$ cat src/rtl/shift_pla_pipe.sv
// shift_pla_pipe: three-stage elastic pipeline that approximates tanh(x) or
// sigmoid(x) with a shift-and-add piecewise-linear approximation.
//   S1: |x| with one extra integer bit (halved in sigmoid mode), split k/f
//   S2: m = 1 - 2^(-2k)*(1 - f/2 - f/4) with 2 guard bits, saturation detect
//   S3: sign / sigmoid offset, registered outputs
// Ports:
//   clock, reset            sole clock, synchronous active-high reset
//   in_valid/in_ready       input handshake; in_data (signed Q IN_I.IN_F), in_mode (0 tanh, 1 sigmoid)
//   out_valid/out_ready     output handshake; out_data (signed Q1.OUT_F), out_sat
//   sat_count               16-bit saturating count of saturated output transfers
//                           (present only when SHIFT_PLA_PIPE_SAT_CNT_EN is defined)
module shift_pla_pipe #(
  parameter int W_IN  = 8,
  parameter int IN_I  = 4,
  parameter int W_OUT = 8,
  parameter int SAT_K = 4
) (
  input  logic             clock,
  input  logic             reset,
  input  logic             in_valid,
  output logic             in_ready,
  input  logic [W_IN-1:0]  in_data,
  input  logic             in_mode,
  output logic             out_valid,
  input  logic             out_ready,
  output logic [W_OUT-1:0] out_data,
  output logic             out_sat
`ifdef SHIFT_PLA_PIPE_SAT_CNT_EN
  ,
  output logic [15:0]      sat_count
`endif
);

  localparam int IN_F  = W_IN - IN_I;
  localparam int OUT_F = W_OUT - 1;
  localparam int G     = OUT_F + 2;   // working fraction bits (2 guard bits)
  localparam int MW    = G + 2;       // room for 1.0 plus headroom
  localparam int AW    = W_IN + 1;    // magnitude with one extra integer bit
  localparam int KW    = IN_I + 1;

  // Stage enables: a stage loads when empty or when its contents move on.
  logic en1, en2, en3;
  logic s1_valid, s2_valid;

  assign en3      = !out_valid || out_ready;
  assign en2      = !s2_valid || en3;
  assign en1      = !s1_valid || en2;
  assign in_ready = en1 && !reset;

  // ---------------- S1: absolute value and integer/fraction split
  logic [AW-1:0]   x_ext, a_abs, a_sel;
  logic [KW-1:0]   s1_k;
  logic [IN_F-1:0] s1_f;
  logic            s1_neg, s1_mode;

  always_comb begin
    x_ext = {in_data[W_IN-1], in_data};
    if (in_data[W_IN-1]) a_abs = ~x_ext + {{(AW-1){1'b0}}, 1'b1};
    else                 a_abs = x_ext;
    // Sigmoid uses |x|/2; the bit shifted out is simply dropped.
    if (in_mode) a_sel = a_abs >> 1;
    else         a_sel = a_abs;
  end

  always_ff @(posedge clock) begin
    if (reset) begin
      s1_valid <= 1'b0;
      s1_k     <= '0;
      s1_f     <= '0;
      s1_neg   <= 1'b0;
      s1_mode  <= 1'b0;
    end else if (en1) begin
      s1_valid <= in_valid;
      if (in_valid) begin
        s1_k    <= a_sel[AW-1:IN_F];
        s1_f    <= a_sel[IN_F-1:0];
        s1_neg  <= in_data[W_IN-1];
        s1_mode <= in_mode;
      end
    end
  end

  // ---------------- S2: shift/PLA magnitude and saturation
  logic [IN_F+G-1:0] f_wide;
  logic [MW-1:0]     one_g, f_g, t_g, p_g, m_g;
  logic [OUT_F-1:0]  m_next, s2_m;
  logic              sat_next, s2_sat, s2_neg, s2_mode;

  always_comb begin
    one_g  = {{(MW-G-1){1'b0}}, 1'b1, {G{1'b0}}};
    // Re-align f from IN_F fraction bits to G fraction bits.
    f_wide = {s1_f, {G{1'b0}}} >> IN_F;
    f_g    = {{(MW-G){1'b0}}, f_wide[G-1:0]};
    t_g    = one_g - (f_g >> 1) - (f_g >> 2);
    p_g    = t_g >> {s1_k, 1'b0};           // 2^(-2k) as a right shift by 2k
    m_g    = one_g - p_g;                   // always < 1.0 since t > 0.25
    sat_next = (s1_k >= KW'(SAT_K));
    if (sat_next) m_next = {OUT_F{1'b1}};
    else          m_next = m_g[G-1:2];      // drop guard bits (truncate)
  end

  always_ff @(posedge clock) begin
    if (reset) begin
      s2_valid <= 1'b0;
      s2_m     <= '0;
      s2_sat   <= 1'b0;
      s2_neg   <= 1'b0;
      s2_mode  <= 1'b0;
    end else if (en2) begin
      s2_valid <= s1_valid;
      if (s1_valid) begin
        s2_m    <= m_next;
        s2_sat  <= sat_next;
        s2_neg  <= s1_neg;
        s2_mode <= s1_mode;
      end
    end
  end

  // ---------------- S3: sign / sigmoid offset and output registers
  logic [W_OUT-1:0] m_ext, tanh_val, res_next;
  logic [W_OUT:0]   half_one, sig_sum;

  always_comb begin
    m_ext    = {1'b0, s2_m};
    half_one = {2'b01, {OUT_F{1'b0}}};      // 1.0; halved below gives 0.5 + m/2
    if (s2_neg) begin
      tanh_val = ~m_ext + {{(W_OUT-1){1'b0}}, 1'b1};
      sig_sum  = half_one - {2'b00, s2_m};
    end else begin
      tanh_val = m_ext;
      sig_sum  = half_one + {2'b00, s2_m};
    end
    if (s2_mode) res_next = sig_sum[W_OUT:1];
    else         res_next = tanh_val;
  end

  always_ff @(posedge clock) begin
    if (reset) begin
      out_valid <= 1'b0;
      out_data  <= '0;
      out_sat   <= 1'b0;
    end else if (en3) begin
      out_valid <= s2_valid;
      if (s2_valid) begin
        out_data <= res_next;
        out_sat  <= s2_sat;
      end
    end
  end

`ifdef SHIFT_PLA_PIPE_SAT_CNT_EN
  // Count saturated output transfers; a stalled result is counted only on transfer.
  always_ff @(posedge clock) begin
    if (reset) begin
      sat_count <= 16'h0000;
    end else if (out_valid && out_ready && out_sat && (sat_count != 16'hFFFF)) begin
      sat_count <= sat_count + 16'h0001;
    end
  end
`endif

endmodule

$ cat config.mk
export PLATFORM = sky130hd
export DESIGN_NAME = shift_pla_pipe
export DESIGN_NICKNAME = d
export VERILOG_FILES = /design/src/rtl/shift_pla_pipe.sv
export SDC_FILE = /design/constraint.sdc
export NUM_CORES = 1
export LEC_CHECK = 0
export ABC_CLOCK_PERIOD_IN_PS = 5400
export CORE_ASPECT_RATIO = 0.8
export CORE_MARGIN = 3
export CORE_UTILIZATION = 52
export CTS_BUF_LIST = sky130_fd_sc_hd__clkbuf_16
export DETAILED_ROUTE_END_ITERATION = 8
export PLACE_DENSITY = 0.78
export SLEW_MARGIN = 15
export SYNTH_ARGS = -nofsm -noshare
export SYNTH_HDL_FRONTEND = slang
export SYNTH_SLANG_ARGS = --single-unit
$ cat constraint.sdc
create_clock -name clock -period 5.4 [get_ports clock]
set_clock_uncertainty 0.1 [all_clocks]
set_input_delay 0.81 -clock clock [delete_from_list [all_inputs] [get_ports clock]]
set_output_delay 0.81 -clock clock [all_outputs]
set_load 0.01 [all_outputs]
Yosys cells after proc, flatten, opt, wreduce, memory -nomap -nowiden. Cells that the tools add are included.

Output and inout port bits: 11. Input port bits: 13. Flip-flop bits (word level): 33.

Add/sub/neg operators: 7. Muxes and demuxes: 6. Shift operators: 1. Reduce and logical (&&, ||, !) cells: 11. Bitwise logic cells: 2. Magnitude comparators: 1.

Operator list (number): 9-bit two-way mux (3); 8-bit two-way mux (2); 11-bit by 6-bit >> shifter with 9-bit output (1); 10-bit by 8-bit subtractor with 11-bit output, first input constant (1); 11-bit by 7-bit subtractor with 11-bit output (1); 8-bit by 7-bit adder with 9-bit output, first input constant (1); 9-bit by 1-bit adder with 9-bit output, second input constant (1); 9-bit inverter (1); 1-bit by 9-bit subtractor with 9-bit output, first input constant (1); 8-bit by 7-bit subtractor with 9-bit output, first input constant (1); 8-bit by 1-bit adder with 8-bit output, second input constant (1); 7-bit inverter with 8-bit output (1); 7-bit two-way mux (1); 2-bit AND reduction (3); 5-bit by 3-bit >= comparator with 1-bit output, second input constant (1); 1-bit logical NOT (4); 1-bit logical OR (3); 1-bit logical AND (1).

Depth between registers and ports, before layout. Gate-level depths: netlist of the first run.

Word-level depth: 5. Gate-level depth with buffers: 12. Mapped depth without buffers: 10.

Worst setup path before layout of the first run. Ideal clock, no wire load.

Path kind: register to register. From: reg s1_f[2]. To: reg s2_m[5]. Clock period less this slack: 3.306 ns. Buffers on the path: 2. Cell stages (with the launch flop): 13. Arrival: 3.103 ns. Required time: 5.197 ns. Path slack: 2.094 ns. Path through: dfxtp_1 -> clkbuf_1 -> inv_1 -> ha_1 -> ha_1 -> buf_6 -> a21o_1 -> or2_0 -> or4_1 -> a31o_1 -> o2111a_4 -> and3_4 -> a2111oi_2.

Cells in the longest elaborated chain, start to end: 5.

Ends and longest elaborated chain: start, declared (line 53) `logic [IN_F-1:0] s1_f;`; start signal, assigned (line 76) `s1_f <= a_sel[IN_F-1:0];`; 10-bit by 8-bit subtractor with 11-bit output (line 94) `t_g = one_g - (f_g >> 1) - (f_g >> 2);`; 11-bit by 7-bit subtractor with 11-bit output (*) (line 94); 11-bit by 6-bit >> shifter with 9-bit output (*) (line 95) `p_g = t_g >> {s1_k, 1'b0};`; 1-bit by 9-bit subtractor with 9-bit output (*) (line 96) `m_g = one_g - p_g;`; 7-bit two-way mux (*) (line 98) `if (sat_next) m_next = {OUT_F{1'b1}};`; end signal, assigned (line 112) `s2_m <= m_next;`; end, declared (line 86) `logic [OUT_F-1:0] m_next, s2_m;`.

Mark *: on every way between the ends. The rest lies on a longest branch, timed or not. A chain may end at the register's enable or synchronous reset.

Final worst setup path of the first run. Ends and elaborated chain as after synthesis.

==> results.cfg, run 1 <==
[sta]
slew_headroom_pct = 57.3
period_share_pct = 62.8
fin_ws_ns = 2.01
hold_viol = 0
rsz0062_at_grt = no
setup_tns_ns = 0
period_needed_ns = 3.39
worstMarginPinSlew_ns = 0.639
setup_viol = 0
max_freq_mhz = 295
final_max_slew_viol_count = 0

[clock_network]
clock_latency_ns = 0.28
cts_setup_buffers = 0
cts.sinks = 33
cts_max_level = 2
cts_resized = 0
cts_hold_buf = 0
cts_buffers = 5
cts_max_path_buffers = 2
path_clk_slew_ns = 0.05
cts_tree = done
cts_root_buf = clkbuf_16

[synth]
muxShareOfSynthArea_pct = 5.46
ys_ff_latch = 33
yosysTopAreaCell = dfxtp_1
synth.distinct_cells = 60
yosys.area_share.adder_pct = 5.78
synth_edf_count = 0
syn-cell-area_um2 = 2380
avgSynthCellArea_um2 = 7.81
seq_area_frac_synth_pct = 27.7
synth_top_area_share_pct = 27.7
synth-simple-area-share_pct = 23.2
synthXorXnorAreaFrac_pct = 6.62
yosys_warnings = 0
synthArstFlopShare_pct = 0
synth_compound_area_share_pct = 24.1
synth_top_family_by_area = compound AO/OA/AOI/OAI gates
syn_nets = 329
synthCells = 305
ys.flop_type = dfxtp_1
synth.top_cells.by_area = dfxtp_1, nor2_1, ha_1, mux2i_1, a21oi_1

[hold_path]
whs_endpoint = s1_neg
hold_path_class = reg -> reg
holdCritStartpoint = s1_neg
min_path_cells = 2

[drt]
drt-initial-drc-count = 135
firstDrtPassIters = 5
wl_per_cell_um = 13.2
postRouteAntennaNets = 0
drt_wl_total_mm = 4.96
viasPerCell = 5.66
drc = 0
route.vias.total = 2134

[placed_design]
gp_congestion = 0.910
dpl_worst_slack_ns = 2.03
portBuffers = 23
dp_hpwl_mm = 3.71

[status]
status = finished clean

[worst_setup_path]
r2r-end = s2_m[5]
worstSetupPathType = reg -> reg
r2r_slack_ns = 2.01
cp.required_ns = 5.47
crit_arrival_ns = 3.46
crit_path_max_fanout = 9
timing.rr.start = s1_f[2]
ff2ff_path_depth = 10
startpoint_type = register
cp-end-kind = register

[die]
die_x_um = 81.7
initial_core_util_pct = 55.3
die_height_um = 66.5
row_count = 21
io_pins = 24
dieArea_um2 = 5430
core_um2 = 4310

[layout]
final-seq-area_um2 = 661
drive_above_1_share_pct = 6.88
nets = 343
fin_util_pct = 63.9
diodes = 0
mostFrequentLayoutCell = nor2_1
n_fill_cell = 383
final_cell_mix = nor2_1, dfxtp_1, a21oi_1, clkdlybuf4s50_1
multi_input_area_um2 = 1550
area_growth_pct = 15.7

[power]
vdd_drop_max_mv = 0.172
finalPower_uw = 838
power.density_nw_per_um2 = 304
leakagePower_uw = 0.00108

[global_routing]
grtUsageTotal_pct = 20.3
antenna_found_initial = 0
grtUsageMet1_pct = 28.2
top_usage_layer = met2
grt_pass1_vias = 1951
use_met2_pct = 30.3
grt_max_degree = 31
grt_overflow_total = 0
use_met3_pct = 5.95
grt_first_pass_wirelength_mm = 8.74

[job]
drv_cap = 0
-- through the flow --
stage	area, um2	hold slack [ns]	instances
final	2760	0.359	377
after global routing	2760	0.380	377
after CTS	2760	0.358	377
after detailed placement	2590	0.350	369
after global placement	2590	0.347	369
after floorplan	2380	0.336	305
-- flip-flops by register name, summed over array words and instances (netlist names) --
| name | cells |
|---|---|
| out_data | 8 |
| s2_neg | 1 |
| s1_valid | 1 |
| s1_k | 5 |
| s2_valid | 1 |
| s1_f | 4 |
| out_valid | 1 |
| s2_m | 7 |
| s1_mode | 1 |
| s2_mode | 1 |
| out_sat | 1 |
| s2_sat | 1 |
| s1_neg | 1 |
-- how the worst max path moves through the flow --
stage,startpoint,cells after the start,endpoint
floorplan,s1_f[2],12,s2_m[5]
global placement,s1_f[2],10,s2_m[5]
detailed placement,s1_f[2],10,s2_m[5]
CTS,s1_f[2],10,s2_m[5]
global route,s1_f[2],10,s2_m[5]
finish,s1_f[2],10,s2_m[5]
-- critical path, cell delays in order (launching register included) --
cell	delay (ns)
dfxtp_1	0.50
inv_1	0.15
ha_1	0.32
ha_1	0.39
a21o_1	0.23
or2_0	0.21
or4_1	0.39
a31o_1	0.27
o2111a_4	0.19
and3_4	0.19
a2111oi_2	0.35
-- logic make-up after synthesis --
| logic type | after synthesis |
|---|---|
| adder cells (fa/ha/maj) | 11 |
| buffers and inverters | 35 |
| AO/OA/AOI/OAI | 81 |
| flip-flops | 33 |
| XOR/XNOR | 18 |
| AND/OR/NAND/NOR | 114 |
| multiplexers | 13 |
-- where the power goes --
part           switching (uW)  leakage, uW  total [uW]  internal [uW]
sequential               20.9     0.000270         278            257
clock                     100    0.0000826         314            214
combinational             139     0.000725         245            106
total                     260      0.00108         838            577
-- synth_stat cells, types with 2 or more instances --
library cell / number
and2_1: 2
inv_1: 17
xnor2_1: 11
buf_2: 2
ha_1: 11
a31oi_1: 7
o21ai_0: 13
o31ai_1: 3
buf_4: 2
buf_6: 2
nor3_1: 9
clkbuf_1: 9
nor4_1: 2
nand2b_1: 4
nor3b_1: 2
a21oi_1: 23
xor2_1: 7
o41ai_1: 2
a211oi_1: 12
mux2i_1: 13
o21a_1: 2
nor2_1: 49
dfxtp_1: 33
a2111oi_2: 2
nand2_1: 18
or4_1: 2
nor2b_1: 3
or3_1: 4
o32ai_1: 2
nand3_1: 7
-- area by class of cell --
cell class,instances,share of cell area [%]
Multi-Input combinational cell,237,56.3
Sequential cell,33,24.0
Timing Repair Buffer,25,8.90
Clock buffer,5,4.54
Tap cell,57,2.59
Inverter,17,2.32
Clock inverter,3,1.36
-- routing by layer --
layer | share of wire [%] | vias to the layer above
met3 | 6.4 | 2
met4 | 0.32 | 0
met1 | 49 | 957
li1 | - | 1113
met2 | 44 | 62
met5 | 0 | -
Power figures use the tool's default switching activity.
==> inputs of run 2 (changes only) <==
--- a/config.mk
+++ b/config.mk
@@ -5,7 +5,7 @@
 export SDC_FILE = /design/constraint.sdc
 export NUM_CORES = 1
 export LEC_CHECK = 0
-export ABC_CLOCK_PERIOD_IN_PS = 5400
+export ABC_CLOCK_PERIOD_IN_PS = 3300
 export CORE_ASPECT_RATIO = 0.8
 export CORE_MARGIN = 3
 export CORE_UTILIZATION = 52
==> constraint.sdc (replaced) <==
create_clock -name clock -period 3.3 [get_ports clock]
set_clock_uncertainty 0.1 [all_clocks]
set_input_delay 0.495 -clock clock [delete_from_list [all_inputs] [get_ports clock]]
set_output_delay 0.495 -clock clock [all_outputs]
set_load 0.01 [all_outputs]
==> run 2 against run 1 <==
Clock power grew 70%; maximum frequency grew 6.7%; utilization grew 2.7 points; count of clock-buffer cells in the layout is the same; sequential share of layout area shrank 0.83 points; critical endpoint unchanged; largest power group unchanged; highest routed layer unchanged.
==> results.cfg, run 2 (synthesized netlist as in run 1, its figures left out) <==
[hold_path]
min_path_cells = 2
holdCritStartpoint = s1_mode
hold_path_class = reg -> reg
whs_endpoint = s1_mode

[layout]
reg.largest.list = out_data x8, s2_m x7, s1_k x5
final_cell_mix = nor2_1, dfxtp_1, a21oi_1, clkdlybuf4s50_1, nand2_1
nets = 351
largest_reg_flops = 8
mostFrequentLayoutCell = nor2_1
top_register = out_data
area_growth_pct = 20.5
fin_util_pct = 66.6
fin_cells = 385
drive_above_1_share_pct = 10.7
diodes = 0

[clock_network]
cts_root_buf = clkbuf_16
cts_max_level = 2
cts_buffers = 5
clock_latency_ns = 0.28
cts_tree = done
cts_hold_buf = 0
cts_max_path_buffers = 2
cts.sinks = 33
path_clk_slew_ns = 0.06

[worst_setup_path]
worstSetupPathType = reg -> reg
ff2ff_path_depth = 10
timing.rr.start = s1_f[3]
startpoint_type = register
crit_path_max_fanout = 8
cp-end-kind = register
r2r_slack_ns = 0.12
r2r-end = s2_m[5]
cp.required_ns = 3.37
crit_arrival_ns = 3.25

[status]
status = finished clean

[drt]
postRouteAntennaNets = 0
drt-initial-drc-count = 243
wl_per_cell_um = 14.5
drc = 0
viasPerCell = 5.95
route.vias.total = 2290
drt_wl_total_mm = 5.58
firstDrtPassIters = 5

[sta]
setup_viol = 0
slew_headroom_pct = 53.8
hold_viol = 0
period_needed_ns = 3.18
final_max_slew_viol_count = 0
setup_tns_ns = 0
worstMarginPinSlew_ns = 0.692
period_share_pct = 96.3
max_freq_mhz = 315
fin_ws_ns = 0.121

[global_routing]
antenna_found_initial = 0
grtUsageTotal_pct = 20.8
grt_first_pass_wirelength_mm = 8.94
grt_overflow_total = 0
grt_max_degree = 30
grt_pass1_vias = 1956

[die]
core_um2 = 4310
initial_core_util_pct = 55.3
dieArea_um2 = 5430
io_pins = 24
row_count = 21
die_height_um = 66.5
die_x_um = 81.7

[power]
leakagePower_uw = 0.00112
vdd_drop_max_mv = 0.382
power.density_nw_per_um2 = 507

[placed_design]
gp_congestion = 0.934
dpl_worst_slack_ns = -0.00707
dp_hpwl_mm = 3.96
portBuffers = 23
dp.cells = 372

[job]
drv_cap = 0
run 2: worst max-delay path, cell delays in order, from the launching register on:
cell and delay [ns]:
dfxtp_4 0.37, inv_1 0.08, ha_1 0.32, ha_4 0.32
inv_1 0.09, a2111oi_4 0.36, nor3_1 0.10, o311ai_2 0.44
o2111a_4 0.33, a31oi_1 0.16, a2111oi_4 0.39
run 2: area by class of cell:
cell class	count	area [um2]
Clock buffer	5	125
Clock inverter	3	46.3
Fill cell	374	1440
Inverter	17	63.8
Multi-Input combinational cell	237	1590
Sequential cell	33	664
Tap cell	57	71.3
Timing Repair Buffer	33	305
run 2: what timing repair did:
item / CTS / global route
setup endpoints to repair: 1 / 3
resized for setup: 1 / 6
pin swaps: 0 / 3
endpoints found under the hold margin: 0 / 0
setup buffers: 0 / 5
run 2: how the worst max path moves through the flow:
stage / startpoint / endpoint / slack (ns) / depth (start not counted)
6_report: s1_f[3] / s2_m[5] / 0.12 / 10
2_1_floorplan: s1_f[2] / s2_m[5] / 0.12 / 12
4_1_cts: s1_f[3] / s2_m[5] / 0.06 / 10
3_5_place_dp: s1_f[3] / s2_m[5] / -0.007 / 10
5_1_grt: s1_f[3] / s2_m[5] / -0.04 / 10
3_3_place_gp: s1_f[3] / s2_m[5] / 0.15 / 10
run 2: routing by layer:
layer	global-route usage [%]	wire length [um]	part of all wire [%]	vias up
li1	-	-	-	1133
met1	28.7	2620	47	1056
met2	32.8	2510	45	93
met3	5.27	388	7.0	8
met4	4.15	60	1.1	0
met5	0	0	0	-
run 2: report_power, final:
part | leakage (uW) | total, uW | switching, uW | internal, uW
Combinational | 0.000767 | 472 | 262 | 210
Clock | 0.0000800 | 533 | 176 | 357
Sequential | 0.000271 | 450 | 29.9 | 420
run 2: through the flow:
stage	cell area, um2	hold WS [ns]	power, uW
after detailed placement	2620	0.358	865
after global routing	2870	0.398	1520
after CTS	2790	0.366	1400
after global placement	2620	0.348	855
final	2870	0.363	1460
after floorplan	2380	0.336	779
==> inputs of run 3 (changes only) <==
--- a/config.mk
+++ b/config.mk
@@ -6,12 +6,14 @@
 export NUM_CORES = 1
 export LEC_CHECK = 0
 export ABC_CLOCK_PERIOD_IN_PS = 3300
+export CAP_MARGIN = 20
 export CORE_ASPECT_RATIO = 0.8
 export CORE_MARGIN = 3
 export CORE_UTILIZATION = 52
 export CTS_BUF_LIST = sky130_fd_sc_hd__clkbuf_16
 export DETAILED_ROUTE_END_ITERATION = 8
 export PLACE_DENSITY = 0.78
+export SKIP_LAST_GASP = 1
 export SLEW_MARGIN = 15
 export SYNTH_ARGS = -nofsm -noshare
 export SYNTH_HDL_FRONTEND = slang
==> run 3 against run 2 <==
Via count shrank 0.79%; utilization down 0.058 points; critical path depth stayed put; design area hardly changed; first-iteration DRC count decreased by 21%; critical endpoint unchanged; largest cell class unchanged; highest routed layer unchanged.
==> results.cfg, run 3 (synthesized netlist as in run 1, its figures left out) <==
[clock_network]
cts_max_path_buffers = 2
cts_hold_buf = 0
cts_root_buf = clkbuf_16
path_clk_slew_ns = 0.06
cts.sinks = 33
cts_max_level = 2
cts_buffers = 5
clock_latency_ns = 0.28
cts_tree = done

[placed_design]
dpl_worst_slack_ns = -0.00707
portBuffers = 23
dp_hpwl_mm = 3.96
gp_congestion = 0.934

[global_routing]
grt_overflow_total = 0
grt_max_degree = 30
grt_first_pass_wirelength_mm = 8.94
antenna_found_initial = 0
grtUsageTotal_pct = 20.8
grt_pass1_vias = 1956

[layout]
mostFrequentLayoutCell = nor2_1
n_fill_cell = 374
multi_input_area_um2 = 1590
area_growth_pct = 20.4
fin_util_pct = 66.6
final_cell_mix = nor2_1, dfxtp_1, a21oi_1, clkdlybuf4s50_1, nand2_1
reg.largest.list = out_data x8, s2_m x7, s1_k x5
top_register = out_data
diodes = 0
drive_above_1_share_pct = 10.7
largest_reg_flops = 8
nets = 351
final-seq-area_um2 = 662

[worst_setup_path]
worstSetupPathType = reg -> reg
crit_arrival_ns = 3.29
crit_path_max_fanout = 8
timing.rr.start = s1_f[3]
r2r-end = s2_m[5]
startpoint_type = register
cp.required_ns = 3.37
ff2ff_path_depth = 10
crit_start = s1_f[3]
cp-end-kind = register
r2r_slack_ns = 0.08

[sta]
period_share_pct = 97.6
hold_viol = 0
rsz0062_at_grt = yes
slew_headroom_pct = 54.3
max_freq_mhz = 311
period_needed_ns = 3.22
worstMarginPinSlew_ns = 0.684
setup_tns_ns = 0
final_max_slew_viol_count = 0
setup_viol = 0
fin_ws_ns = 0.0804

[power]
leakagePower_uw = 0.00112
vdd_drop_max_mv = 0.382
power.density_nw_per_um2 = 507
finalPower_uw = 1450

[die]
io_pins = 24
dieArea_um2 = 5430
row_count = 21
initial_core_util_pct = 55.3
die_x_um = 81.7
die_height_um = 66.5
core_um2 = 4310

[drt]
route.vias.total = 2272
drt_wl_total_mm = 5.53
viasPerCell = 5.90
drt-initial-drc-count = 193
wl_per_cell_um = 14.4
drc = 0
postRouteAntennaNets = 0
firstDrtPassIters = 5

[job]
drv_cap = 0

[hold_path]
holdCritStartpoint = s1_mode
min_path_cells = 2
whs_endpoint = s1_mode
hold_path_class = reg -> reg

[status]
status = finished clean
[run 3: cell types whose count changed in the layout (fill, tap and decap cells not counted)]
| cell | delta |
|---|---|
| dfxtp_2 | +1 |
| dfxtp_4 | -1 |
[run 3: layer usage]
metal / wire length, um / global-route usage, %
met5: 0 / 0
met4: 31 / 4.15
met3: 360 / 5.27
met2: 2520 / 32.8
met1: 2620 / 28.7
[run 3: critical path, stage by stage (launching register included)]
cell       delay [ns]
dfxtp_2          0.38
inv_1            0.10
ha_1             0.32
ha_4             0.32
inv_1            0.10
a2111oi_4        0.36
nor3_1           0.11
o311ai_2         0.45
o2111a_4         0.33
a31oi_1          0.16
a2111oi_4        0.39
[run 3: per-stage QoR]
step	std cells	cell area, um2	hold slack (ns)
after floorplan	305	2380	0.336
after global routing	385	2870	0.398
final	385	2870	0.362
after detailed placement	372	2620	0.358
after CTS	380	2790	0.366
after global placement	372	2620	0.348
[run 3: timing repair]
| action | CTS | global route |
|---|---|---|
| pin swaps | 0 | 3 |
| buffers inserted | 0 | 5 |
| setup endpoints to repair | 1 | 3 |
| gates resized for setup | 1 | 5 |
[run 3: worst max path at each step]
stage	endpoint	slack (ns)	depth (start not counted)
6_report	s2_m[5]	0.08	10
3_3_place_gp	s2_m[5]	0.15	10
5_1_grt	s2_m[5]	-0.08	10
3_5_place_dp	s2_m[5]	-0.007	10
4_1_cts	s2_m[5]	0.06	10
2_1_floorplan	s2_m[5]	0.12	12
[run 3: cell type report]
type,count,share of cell area [%]
multi-input combinational,237,55.6
clock inverter,3,1.61
timing repair buffer,33,10.6
clock buffer,5,4.36
inverter,17,2.23
tap,57,2.49
sequential,33,23.1
[run 3: report_power, final]
group | switching [uW] | internal, uW | leakage (uW)
Clock | 177 | 357 | 0.0000800
Combinational | 260 | 210 | 0.000767
Sequential | 29.9 | 421 | 0.000270
Total | 467 | 987 | 0.00112
